===== src/rtl/stroke_pkg.sv =====
// Shared types for the stroke sequencer: point layout and FSM states.
// A point packs {pen, x, y} with pen in the MSB and y in the LSBs.
package stroke_pkg;

    localparam int X_W     = 10;
    localparam int Y_W     = 9;
    localparam int PT_W    = 1 + X_W + Y_W;
    localparam int Y_LSB   = 0;
    localparam int X_LSB   = Y_W;
    localparam int PEN_BIT = X_W + Y_W;

    typedef enum logic {
        IDLE = 1'b0,
        WAIT = 1'b1
    } state_t;

    typedef struct packed {
        logic           pen;
        logic [X_W-1:0] x;
        logic [Y_W-1:0] y;
    } point_t;

    function automatic point_t pack_pt(
        input logic           pen,
        input logic [X_W-1:0] x,
        input logic [Y_W-1:0] y
    );
        point_t p;
        p.pen = pen;
        p.x   = x;
        p.y   = y;
        return p;
    endfunction

endpackage


===== src/rtl/stroke_point_fifo.sv =====
// Synchronous point FIFO with a combinational head read.
// Pointers carry one extra wrap bit so full/empty come from an MSB compare.
module stroke_point_fifo
    import stroke_pkg::*;
#(
    parameter int DEPTH = 8,
    parameter int WIDTH = PT_W
) (
    input  logic             clk,
    input  logic             reset,
    input  logic             push,
    input  logic             pop,
    input  logic [WIDTH-1:0] din,
    output logic [WIDTH-1:0] dout,
    output logic             full,
    output logic             empty
);

    localparam int AW = $clog2(DEPTH);

    logic [AW:0]      wr_ptr;
    logic [AW:0]      rd_ptr;
    logic [WIDTH-1:0] mem [DEPTH];

    assign empty = (wr_ptr == rd_ptr);
    assign full  = (wr_ptr[AW] != rd_ptr[AW]) &&
                   (wr_ptr[AW-1:0] == rd_ptr[AW-1:0]);
    assign dout  = mem[rd_ptr[AW-1:0]];

    // Advance pointers; a full FIFO refuses pushes even on a pop cycle.
    always_ff @(posedge clk or posedge reset) begin
        if (reset) begin
            wr_ptr <= '0;
            rd_ptr <= '0;
        end else begin
            if (push && !full)
                wr_ptr <= wr_ptr + 1'b1;
            if (pop && !empty)
                rd_ptr <= rd_ptr + 1'b1;
        end
    end

    // Storage array, written on accepted pushes only.
    always_ff @(posedge clk) begin
        if (push && !full)
            mem[wr_ptr[AW-1:0]] <= din;
    end

endmodule


===== src/rtl/stroke_sequencer.sv =====
// Turns a queue of sampled mouse points into line segments for the
// line drawer, one start/done handshake at a time.
module stroke_sequencer
    import stroke_pkg::*;
#(
    parameter int DEPTH   = 8,
    parameter int TIMEOUT = 4095
) (
    input  logic           clk,
    input  logic           reset,
    input  logic           pt_valid,
    input  logic           pt_pen,
    input  logic [X_W-1:0] pt_x,
    input  logic [Y_W-1:0] pt_y,
    output logic           pt_ready,
    output logic           ld_start,
    output logic [X_W-1:0] ld_x0,
    output logic [Y_W-1:0] ld_y0,
    output logic [X_W-1:0] ld_x1,
    output logic [Y_W-1:0] ld_y1,
    input  logic           ld_done,
    output logic           busy,
    output logic [7:0]     drop_cnt,
    output logic           timeout_err
);

    localparam int CW = $clog2(TIMEOUT);
    localparam logic [CW-1:0] LAST = CW'(TIMEOUT - 1);

    state_t          state;
    state_t          state_d;
    point_t          in_pt;
    point_t          head;
    point_t          anc;
    logic            anc_valid;
    logic [PT_W-1:0] head_raw;
    logic            full;
    logic            empty;
    logic            push;
    logic            pop;
    logic            issue;
    logic            dot;
    logic            expire;
    logic [CW-1:0]   cnt;

    assign in_pt    = pack_pt(pt_pen, pt_x, pt_y);
    assign head     = point_t'(head_raw);
    assign push     = pt_valid && !full;
    assign pt_ready = !full;
    assign busy     = (state != IDLE) || !empty;

    stroke_point_fifo #(
        .DEPTH (DEPTH),
        .WIDTH (PT_W)
    ) u_fifo (
        .clk   (clk),
        .reset (reset),
        .push  (push),
        .pop   (pop),
        .din   (in_pt),
        .dout  (head_raw),
        .full  (full),
        .empty (empty)
    );

    // State register.
    always_ff @(posedge clk or posedge reset) begin
        if (reset)
            state <= IDLE;
        else
            state <= state_d;
    end

    // Pop/issue decision in IDLE, done/timeout exit in WAIT.
    always_comb begin
        state_d = state;
        pop     = 1'b0;
        issue   = 1'b0;
        dot     = 1'b0;
        expire  = 1'b0;
        unique case (state)
            IDLE: begin
                if (!empty) begin
                    pop = 1'b1;
                    if (head.pen) begin
                        if (!(anc_valid && anc.pen)) begin
                            issue = 1'b1;
                            dot   = 1'b1;
                        end else if (head.x != anc.x ||
                                     head.y != anc.y) begin
                            issue = 1'b1;
                        end
                    end
                    if (issue)
                        state_d = WAIT;
                end
            end
            WAIT: begin
                if (ld_done) begin
                    state_d = IDLE;
                end else if (cnt == LAST) begin
                    expire  = 1'b1;
                    state_d = IDLE;
                end
            end
            default: state_d = IDLE;
        endcase
    end

    // Anchor, segment endpoints, wait counter and status registers.
    always_ff @(posedge clk or posedge reset) begin
        if (reset) begin
            anc         <= '0;
            anc_valid   <= 1'b0;
            ld_start    <= 1'b0;
            ld_x0       <= '0;
            ld_y0       <= '0;
            ld_x1       <= '0;
            ld_y1       <= '0;
            cnt         <= '0;
            drop_cnt    <= '0;
            timeout_err <= 1'b0;
        end else begin
            ld_start <= issue;
            cnt      <= (state == WAIT) ? cnt + 1'b1 : '0;
            if (pop) begin
                anc       <= head;
                anc_valid <= 1'b1;
            end
            if (issue) begin
                ld_x0 <= dot ? head.x : anc.x;
                ld_y0 <= dot ? head.y : anc.y;
                ld_x1 <= head.x;
                ld_y1 <= head.y;
            end
            if (expire)
                timeout_err <= 1'b1;
            if (pt_valid && full && drop_cnt != 8'hFF)
                drop_cnt <= drop_cnt + 1'b1;
        end
    end

endmodule


===== config.mk =====
export PLATFORM = sky130hd
export DESIGN_NAME = stroke_sequencer
export DESIGN_NICKNAME = d
export VERILOG_FILES = /design/src/rtl/stroke_pkg.sv /design/src/rtl/stroke_point_fifo.sv /design/src/rtl/stroke_sequencer.sv
export SDC_FILE = /design/constraint.sdc
export NUM_CORES = 1
export LEC_CHECK = 0
export ABC_CLOCK_PERIOD_IN_PS = 8300
export CORE_MARGIN = 4
export CORE_UTILIZATION = 25
export CTS_BUF_LIST = sky130_fd_sc_hd__clkbuf_4
export DETAILED_ROUTE_END_ITERATION = 12
export PLACE_DENSITY_LB_ADDON = 0.1
export REMOVE_ABC_BUFFERS = 1
export SLEW_MARGIN = 10
export SYNTH_ARGS = -nofsm -noshare
export SYNTH_HDL_FRONTEND = slang
export SYNTH_HIERARCHICAL = 1
export SYNTH_SLANG_ARGS = --single-unit

===== constraint.sdc =====
create_clock -name clk -period 8.3 [get_ports clk]
set_clock_uncertainty 0.15 [all_clocks]
set_input_delay 1.66 -clock clk [delete_from_list [all_inputs] [get_ports clk]]
set_output_delay 1.66 -clock clk [all_outputs]
set_load 0.02 [all_outputs]

==> Word-level counts from Yosys, hierarchy flattened <==
Memory sizes are Yosys's and may differ from the RTL's.
Index checks and enable logic that the tools add are counted.
{ "totals": {"ff_bits": 90, "memories": 1, "out_inout_bits": 50, "inputBits": 24, "ramBits": 160, "wordCells": 65} }
{ "op_classes": {"bitwise_logic": 1, "n_eq_ne": 7, "n_mux": 26, "reduce_logical": 11, "addsub": 4} }
{ "memory_table": {"columns": ["memory", "words", "word_bits", "read_ports", "rd_clocked_by_memory_dff", "wr", "line_no", "rtl"], "rows": [
  ["u_fifo.mem", 8, 20, 1, 0, 1, "stroke_point_fifo.sv:23", "logic [WIDTH-1:0] mem [DEPTH];"]
]} }
{ "op_table": {"columns": ["op", "n"], "rows": [
  ["1-bit two-way mux", 22],
  ["12-bit by 1-bit adder with 12-bit output, second input constant", 1],
  ["12-bit equality test, second input constant", 1],
  ["12-bit two-way mux", 1],
  ["10-bit two-way mux", 1],
  ["10-bit != test", 1],
  ["9-bit two-way mux", 1],
  ["9-bit != test", 1],
  ["4-bit by 1-bit adder with 4-bit output, second input constant", 2],
  ["8-bit by 1-bit adder with 8-bit output, second input constant", 1],
  ["8-bit != test, second input constant", 1],
  ["1-bit logical AND", 7],
  ["4-bit equality test", 1],
  ["3-bit equality test", 1],
  ["1-bit zero test", 2],
  ["1-bit logical OR", 2],
  ["1-bit one-hot mux with 2 select lines", 1],
  ["1-bit != test", 1],
  ["1-bit inverter", 1]
]} }

==> Logic depth before layout (Yosys ltp) <==
An unclocked memory read counts as a cell.
{ "logic_depth": {"word_depth": 11, "ltp_mapped": 10, "ltp_nobuf": 7} }

==> By module <==
Netlist, hierarchy kept.
{ "modules_own_cells": {"columns": ["module", "cells_per_inst", "instances", "seq_area_each_um2", "area_each_um2"], "rows": [
  ["stroke_point_fifo", 292, 1, 5004.8, 6747.7],
  ["stroke_sequencer", 268, 1, 2052.0, 3868.7]
]} }

==> Least setup slack after synthesis <==
OpenSTA, ideal clock, no wires.
{ "synth_path": {"kind": "input to register", "start": "input port pt_valid", "end": "memory u_fifo/mem[4][0] in the netlist's numbering (enable)", "setup_slack_ns": 3.630, "stages": 3, "arrival_time_ns": 4.072, "n_path_buf": 0, "path_cell_list": "nor2b_1 -> nand2_1 -> nor4_1"} }
{ "synth_via": {"elab_chain_len": 4} }
{ "synth_lines": {"columns": ["element", "line_no", "rtl"], "rows": [
  ["from (decl)", "stroke_sequencer.sv:11", "input logic pt_valid,"],
  ["1-bit logical AND", "stroke_sequencer.sv:48", "assign push = pt_valid && !full;"],
  ["1-bit logical AND", "stroke_point_fifo.sv:45", "if (push && !full)"],
  ["1-bit two-way mux", "stroke_point_fifo.sv:45", null],
  ["1-bit two-way mux (implied by the code)", "stroke_point_fifo.sv:46", "mem[wr_ptr[AW-1:0]] <= din;"],
  ["to (decl)", "stroke_point_fifo.sv:23", null]
]} }
No other way between the ends.

==> Worst setup path after layout <==
{ "layout_path": {"start": "register u_fifo.rd_ptr[0]", "end": "output port busy"} }
{ "layout_via": {"elab_chain_len": 3} }
{ "layout_lines": {"columns": ["element", "line_no", "rtl"], "rows": [
  ["from (decl)", "stroke_point_fifo.sv:22", "logic [AW:0] rd_ptr;"],
  ["from (signal assigned)", "stroke_point_fifo.sv:39", "rd_ptr <= rd_ptr + 1'b1;"],
  ["4-bit equality test", "stroke_point_fifo.sv:25", "assign empty = (wr_ptr == rd_ptr);"],
  ["named net empty", "stroke_sequencer.sv:38", "logic empty;"],
  ["1-bit zero test", "stroke_sequencer.sv:50", "assign busy = (state != IDLE) || !empty;"],
  ["1-bit logical OR", "stroke_sequencer.sv:50", null],
  ["to (decl)", "stroke_sequencer.sv:22", "output logic busy,"]
]} }
The timed path passes the listed nets, and every way through them passes these cells.

==> impl_metrics.yaml <==
die:
  ios: 74
  die_x_um: 214.1
  die_height_um: 214.1
  core.rowCount: 75
  start_util_pct: 25.31
  die_area_um2: 45830
  coreArea_um2: 41950
timing:
  finalHoldViolCount: 0
  setup_violations: 0
  tns_ns: 0
  worst_slew_pin_slew_ns: 0.9792
  max_freq_ghz: 0.1868
  drv_slew: 0
  period_share_pct: 64.49
  finalWorstSetupSlack_ns: 2.948
  slew_headroom_pct: 34.72
  rsz0062_at_grt: "false"
  fin_crit_ns: 5.352
power_and_ir_drop:
  leakage_nw: 4.709
  power_density_nw_per_um2: 415.1
  total_power_mw: 5.386
  ir_worst_vdd_uv: 131.9
synthesis:
  syn-instance-count: 560
  syn-mean-instance-area_um2: 18.96
  ys_ff_latch: 250
  ys_types: 43
  yosysWarnings: 6
  synth_area_um2: 10620
  async_reset_ff_share_pct: 36.00
  synth-edff-count: 160
  synthFlopType: "edfxtp_1"
  seq_area_frac_synth_pct: 66.47
placed_design:
  pre_cts_slack_ns: 3.529
  place_congestion: 0.7287
  dp_hpwl_um: 14480
  dp_cells: 1162
  dpl_cell_area_um2: 11970
  port_buffers: 73
global_route:
  grt_pass1_vias: 6017
  grt_util_all_layers_pct: 10.57
  gr-total-overflow: 0
  grt_pass1_wl_um: 36960
  antenna_found_initial: 2
  grt_max_degree: 74
clocking:
  cts_tree: "built"
  postCtsSetupBuffers: 0
  cts_hold_buf: 0
  numCtsBuffers: 72
  cts_max_level: 3
  cts.sinks: 250
  cts-root-buf: "clkbuf_4"
  clk_pin_slew_worst_paths_ns: 0.06
  clockBufferDepth: 3
  clock_latency_ns: 0.68
  cts_resized: 0
flow_run:
  max_cap_viol_count: 0
drt:
  detail_route.wl_per_cell_um: 18.56
  num_vias: 5472
  avgViaCountPerCell: 4.235
  drt_wl_total_um: 23980
  drc: 0
  drtIter0Drc: 228
  ant_nets: 0
  first_pass_iters: 4
final_layout:
  final_common_cell: "edfxtp_1"
  layout-drive-gt1-share_pct: 36.97
  finalInstanceArea_um2: 12980
  area_delta_synth_final_pct: 22.23
  nFillCells: 4067
  multi_input_area_um2: 3385
  final-instance-count-excl-fill: 1292
  final_nets: 726
  regArea_um2: 7058
  most-common-layout-cells: "edfxtp_1 (160), clkbuf_4 (113), dfrtp_1 (89)"
worst_setup_path:
  critPathKind: "reg2out"
  end_kind: "output port"
  worstSetupStartpointType: "register"
  worstPathArrival_ns: 3.54
  cp.required_ns: 6.49
  crit_fanout: 24
hold_path:
  hold_path_class: "reg2reg"
run_status:
  status: "completed"
[report_power, final]
group          switching, mW  total (mW)  internal, mW
logic                   1.09        2.25          1.16
clock network          0.508        1.22         0.711
registers              0.244        1.91          1.67
[cell type report]
cell class	instances	area share (%)
clock inverters	16	1.176
flip-flops and latches	250	54.39
clock buffers	113	6.537
inverters	7	0.2121
well taps	539	5.197
repair buffers	86	6.383
multi-input cells	280	26.08
diodes	1	0.01928
[layer usage]
layer / part of all wire (%) / track usage (%) / wire, um / vias to the layer above
li1: - / - / - / 2518
met5: 0.054 / 0 / 13 / -
met2: 49 / 17.48 / 11640 / 115
met3: 5.3 / 3.132 / 1265 / 57
met1: 44 / 13.02 / 10490 / 2780
met4: 2.4 / 4.301 / 577 / 2
[worst max-delay path, stage by stage (launching register included)]
cell and delay [ns]:
dfrtp_2 0.97, xor2_2 0.40, or3_4 0.45, nor2_1 0.35
nand2b_1 0.14, clkdlybuf4s50_1 0.56
[worst paths after layout]
kind,from,end,slack [ns],cells past startpoint
min in group asynchronous,reset,drop_cnt[6],1.12,2
min reg2reg,timeout_err,timeout_err,0.33,2
max reg2reg,u_fifo/rd_ptr[0],ld_x1[2],3.83,8
max in group asynchronous,reset,ld_y1[5],5.70,3
min,timeout_err,timeout_err,0.33,2
max,u_fifo/rd_ptr[0],busy,2.95,5
[per-stage QoR]
stage          utilization [%]  hold WS [ns]
3_5_place_dp             28.54        0.3082
6_report                 30.94        0.3258
4_1_cts                  30.93        0.3287
5_1_grt                  30.94        0.3664
2_1_floorplan                -        0.2900
3_3_place_gp             28.54        0.3036
[logic make-up after synthesis]
logic type	share of synthesized area (%)
adder cells (fa/ha/maj)	0.5893
XOR/XNOR	3.889
buffers and inverters	1.933
AO/OA/AOI/OAI	1.956
AND/OR/NAND/NOR	4.266
multiplexers	20.90
flip-flops	66.47
[cell usage after synthesis, types with 3 or more instances]
cell      instances  area share [%]
xnor2_1          28             2.3
dfrtp_1          90              21
buf_6            11             1.2
nand4_1          13            0.77
edfxtp_1        160              45
nor2b_1           5            0.29
nor4_2            3            0.35
ha_1              5            0.59
mux4_1           14             3.5
a21boi_0          3            0.21
and2_1            8            0.47
mux4_2           26             5.5
and4_1            3            0.25
nand2b_1          5            0.29
buf_1             5            0.18
o41ai_1           3            0.25
nor3_1            5            0.24
nand3_1           3            0.14
o21ai_0           4            0.19
clkbuf_1          3            0.11
nand2_1          13            0.46
or3_1             3            0.18
nor2_1            6            0.21
inv_1             7            0.25
mux2_2           59             6.3
xor2_1           11            0.91
mux2_4           40             5.7
[sequential cells by signal (all words and copies together) (netlist names)]
register / flops
u_fifo/wr_ptr: 4
state: 1
anc: 20
u_fifo/rd_ptr: 4
u_fifo/mem: 160
timeout_err: 1
ld_x1: 10
ld_start: 1
cnt: 12
ld_y0: 9
drop_cnt: 8
ld_y1: 9
anc_valid: 1
ld_x0: 10
No activity file was read; power rests on OpenSTA's default activity.
==> edit (same flow settings) <==
`DEPTH` is set to 8 in 2 places; all go to 16.
--- a/src/rtl/stroke_point_fifo.sv
+++ b/src/rtl/stroke_point_fifo.sv
@@ -3,7 +3,7 @@
 module stroke_point_fifo
     import stroke_pkg::*;
 #(
-    parameter int DEPTH = 8,
+    parameter int DEPTH = 16,
     parameter int WIDTH = PT_W
 ) (
     input  logic             clk,
--- a/src/rtl/stroke_sequencer.sv
+++ b/src/rtl/stroke_sequencer.sv
@@ -3,7 +3,7 @@
 module stroke_sequencer
     import stroke_pkg::*;
 #(
-    parameter int DEPTH   = 8,
+    parameter int DEPTH   = 16,
     parameter int TIMEOUT = 4095
 ) (
     input  logic           clk,
Behaviour: same outputs for any inputs over 4 cycles, from zero or initial values and one cycle with reset high; that may be too few to reach the edited logic, so the function may still have changed.
==> edit against the original RTL <==
  * Critical path depth grew 1
  * Design area grew 54%
  * Synthesized cell count grew 50%
  * Sequential share of layout area grew 5.3 points
  * Cell count grew 53%
  * Setup slack lost 390 ps
  * First-iteration DRC count grew 85%
  * Hold slack gained 2.2 ps
  * Total power grew 41%
  * Sequential cell count grew 162
  * Wire length grew 73%
  * Largest power group is now sequential cells
  * Synthesized area grew 57%
==> edit: results (changes against the original RTL) <==
| Metric | Value |
|---|---|
| Outcome | complete, no violations (unchanged) |
| WL met2 | 19940 um (was 11640 um) |
| Reg clk slew, reported paths | 50 ps |
| Share of layout cells above drive strength 1 | 0.3547 (was 0.3697) |
| Slowest cell delay on critical path | 790 ps (was 970 ps) |
| DR vias | 8558 (was 5472) |
| Reg-to-Reg End | ld_y0[5] (was ld_x1[2]) |
| Met1 wire length | 19280 um (was 10490 um) |
| WP data arrival | 3940 ps (was 3540 ps) |
| Number of synthesized flops with an enable pin | 320 (was 160) |
| Period utilization | 0.6923 (was 0.6449) |
| Min Hold Slack | 328.0 ps (was 325.8 ps) |
| Cell count of the worst reg-to-reg path | 10 (was 8) |
| CTS buffer count | 114 (was 72) |
| Worst Setup SP | u_fifo/rd_ptr[2] (was u_fifo/rd_ptr[0]) |
| WL met3 | 1398 um (was 1265 um) |
| Distinct cells, synth | 48 (was 43) |
| Ys async rst share | 0.2233 (was 0.3600) |
| Setup WS pre-CTS | 3263 ps (was 3529 ps) |
| Worst hold start | timeout_err (unchanged) |
| Sequential fraction of the synthesis area | 0.7145 (was 0.6647) |
| Hold WC Path Type | flip-flop to flip-flop (unchanged) |
| Worst-case vdd ir drop | 216.5 uV (was 131.9 uV) |
| Primary FF master, synth | edfxtp_1 (unchanged) |
| Slowest-stage cell, CP | nor2_2 (was dfrtp_2) |
| Worst setup path endpoint | pt_ready (was busy) |
| Crit path max-delay family | simple AND/OR/NAND/NOR gates (was flip-flops) |
| CTS root buf | clkbuf_4 (unchanged) |
| Nets@finish | 1048 (was 726) |
| DP HPWL | 24920 um (was 14480 um) |
| Number of post-CTS setup repair buffers | 0 (unchanged) |
| Ranking of synthesized cells by area | edfxtp_1 58%, dfrtp_1 14%, mux4_2 8.6% (was edfxtp_1 45%, dfrtp_1 21%, mux2_2 6.3%) |
| Total GRT Usage | 0.1187 (was 0.1057) |
| Htree depth | 3 (unchanged) |
| Vias in the first global route | 9310 (was 6017) |
| Highest routed layer | met4 (was met5) |
| Max FFs per register | 320 (was 160) |
| Post-CTS sizing | 0 (unchanged) |
| Cell leakage power | 6.854 nW (was 4.709 nW) |
| Top cells by count, synth | 320 x edfxtp_1, 92 x dfrtp_1, 64 x mux4_2 (was 160 x edfxtp_1, 90 x dfrtp_1, 59 x mux2_2) |
| Largest net degree at the start of global routing | 68 (was 74) |
| Average wire per standard cell | 21.04 um (was 18.56 um) |
| First-pass GRT wire length | 62000 um (was 36960 um) |
| Antenna violations before repair | 1 (was 2) |
| Cell Area, Placed | 18460 sq um (was 11970 sq um) |
| DR iter-0 viols | 422 (was 228) |
| FF-to-FF setup slack | 3690 ps (was 3830 ps) |
| Crit-path max FO | 26 (was 24) |
| Worst slew pin tran | 1135 ps (was 979.2 ps) |
| Ys Warns | 6 (unchanged) |
| First-pass DRT Iterations | 4 (unchanged) |
| Gpl congestion | 0.6581 (was 0.7287) |
| Clock Latency Late Sink | 840 ps (was 680 ps) |
-- edit: cell types whose count changed in the layout (fill, tap and decap cells not counted), moves of 3 or more --
cell      before  now
buf_4         13   29
clkbuf_4     113  180
clkinv_1      10   19
clkinv_2       1    5
edfxtp_1     160  320
ha_1           5    8
mux2_2        59   39
mux4_2        26   64
nor2_1         6   22
nor2_2         0    4
nor3_2         3   10
o211ai_1       0    3
o22ai_1        0   40
xnor2_1       28   33
-- edit: metal layers --
| layer | GRT usage | vias up |
|---|---|---|
| met5 | 0 | - |
| met4 | 0.04455 | 0 |
| met3 | 0.02641 | 69 |
| met2 | 0.1940 | 164 |
| met1 | 0.1554 | 4520 |
| li1 | - | 3805 |
-- edit: area by class of cell --
| type | instances | area, sq um |
|---|---|---|
| Antenna cell | 1 | 2.502 |
| Sequential cell | 412 | 11920 |
| Inverter | 8 | 31.28 |
| Tap cell | 864 | 1081 |
| Multi-Input combinational cell | 378 | 4483 |
| Clock inverter | 28 | 143.9 |
| Timing Repair Buffer | 102 | 948.4 |
| Fill cell | 6422 | 46020 |
| Clock buffer | 180 | 1351 |
-- edit: power by group --
group	internal, mW	switching [mW]
combinational	1.38	1.46
sequential	2.60	0.310
clock	1.01	0.843
total	4.99	2.62
-- edit: logic make-up after synthesis --
| group | after synthesis | share of synthesized area |
|---|---|---|
| mux | 160 | 0.1745 |
| compound gates | 59 | 0.02432 |
| simple gates | 106 | 0.03490 |
| fa+ha+maj | 8 | 0.006004 |
| xor+xnor | 45 | 0.02409 |
| flops | 412 | 0.7145 |
| buf+inv | 48 | 0.02169 |
-- edit: through the flow --
step	std cells	power (mW)	util
final	1973	7.610	0.3025
after global routing	1973	8.108	0.3025
after CTS	1972	7.810	0.3025
after detailed placement	1764	5.889	0.2798
after global placement	1764	5.885	0.2798
after floorplan	798	4.862	-
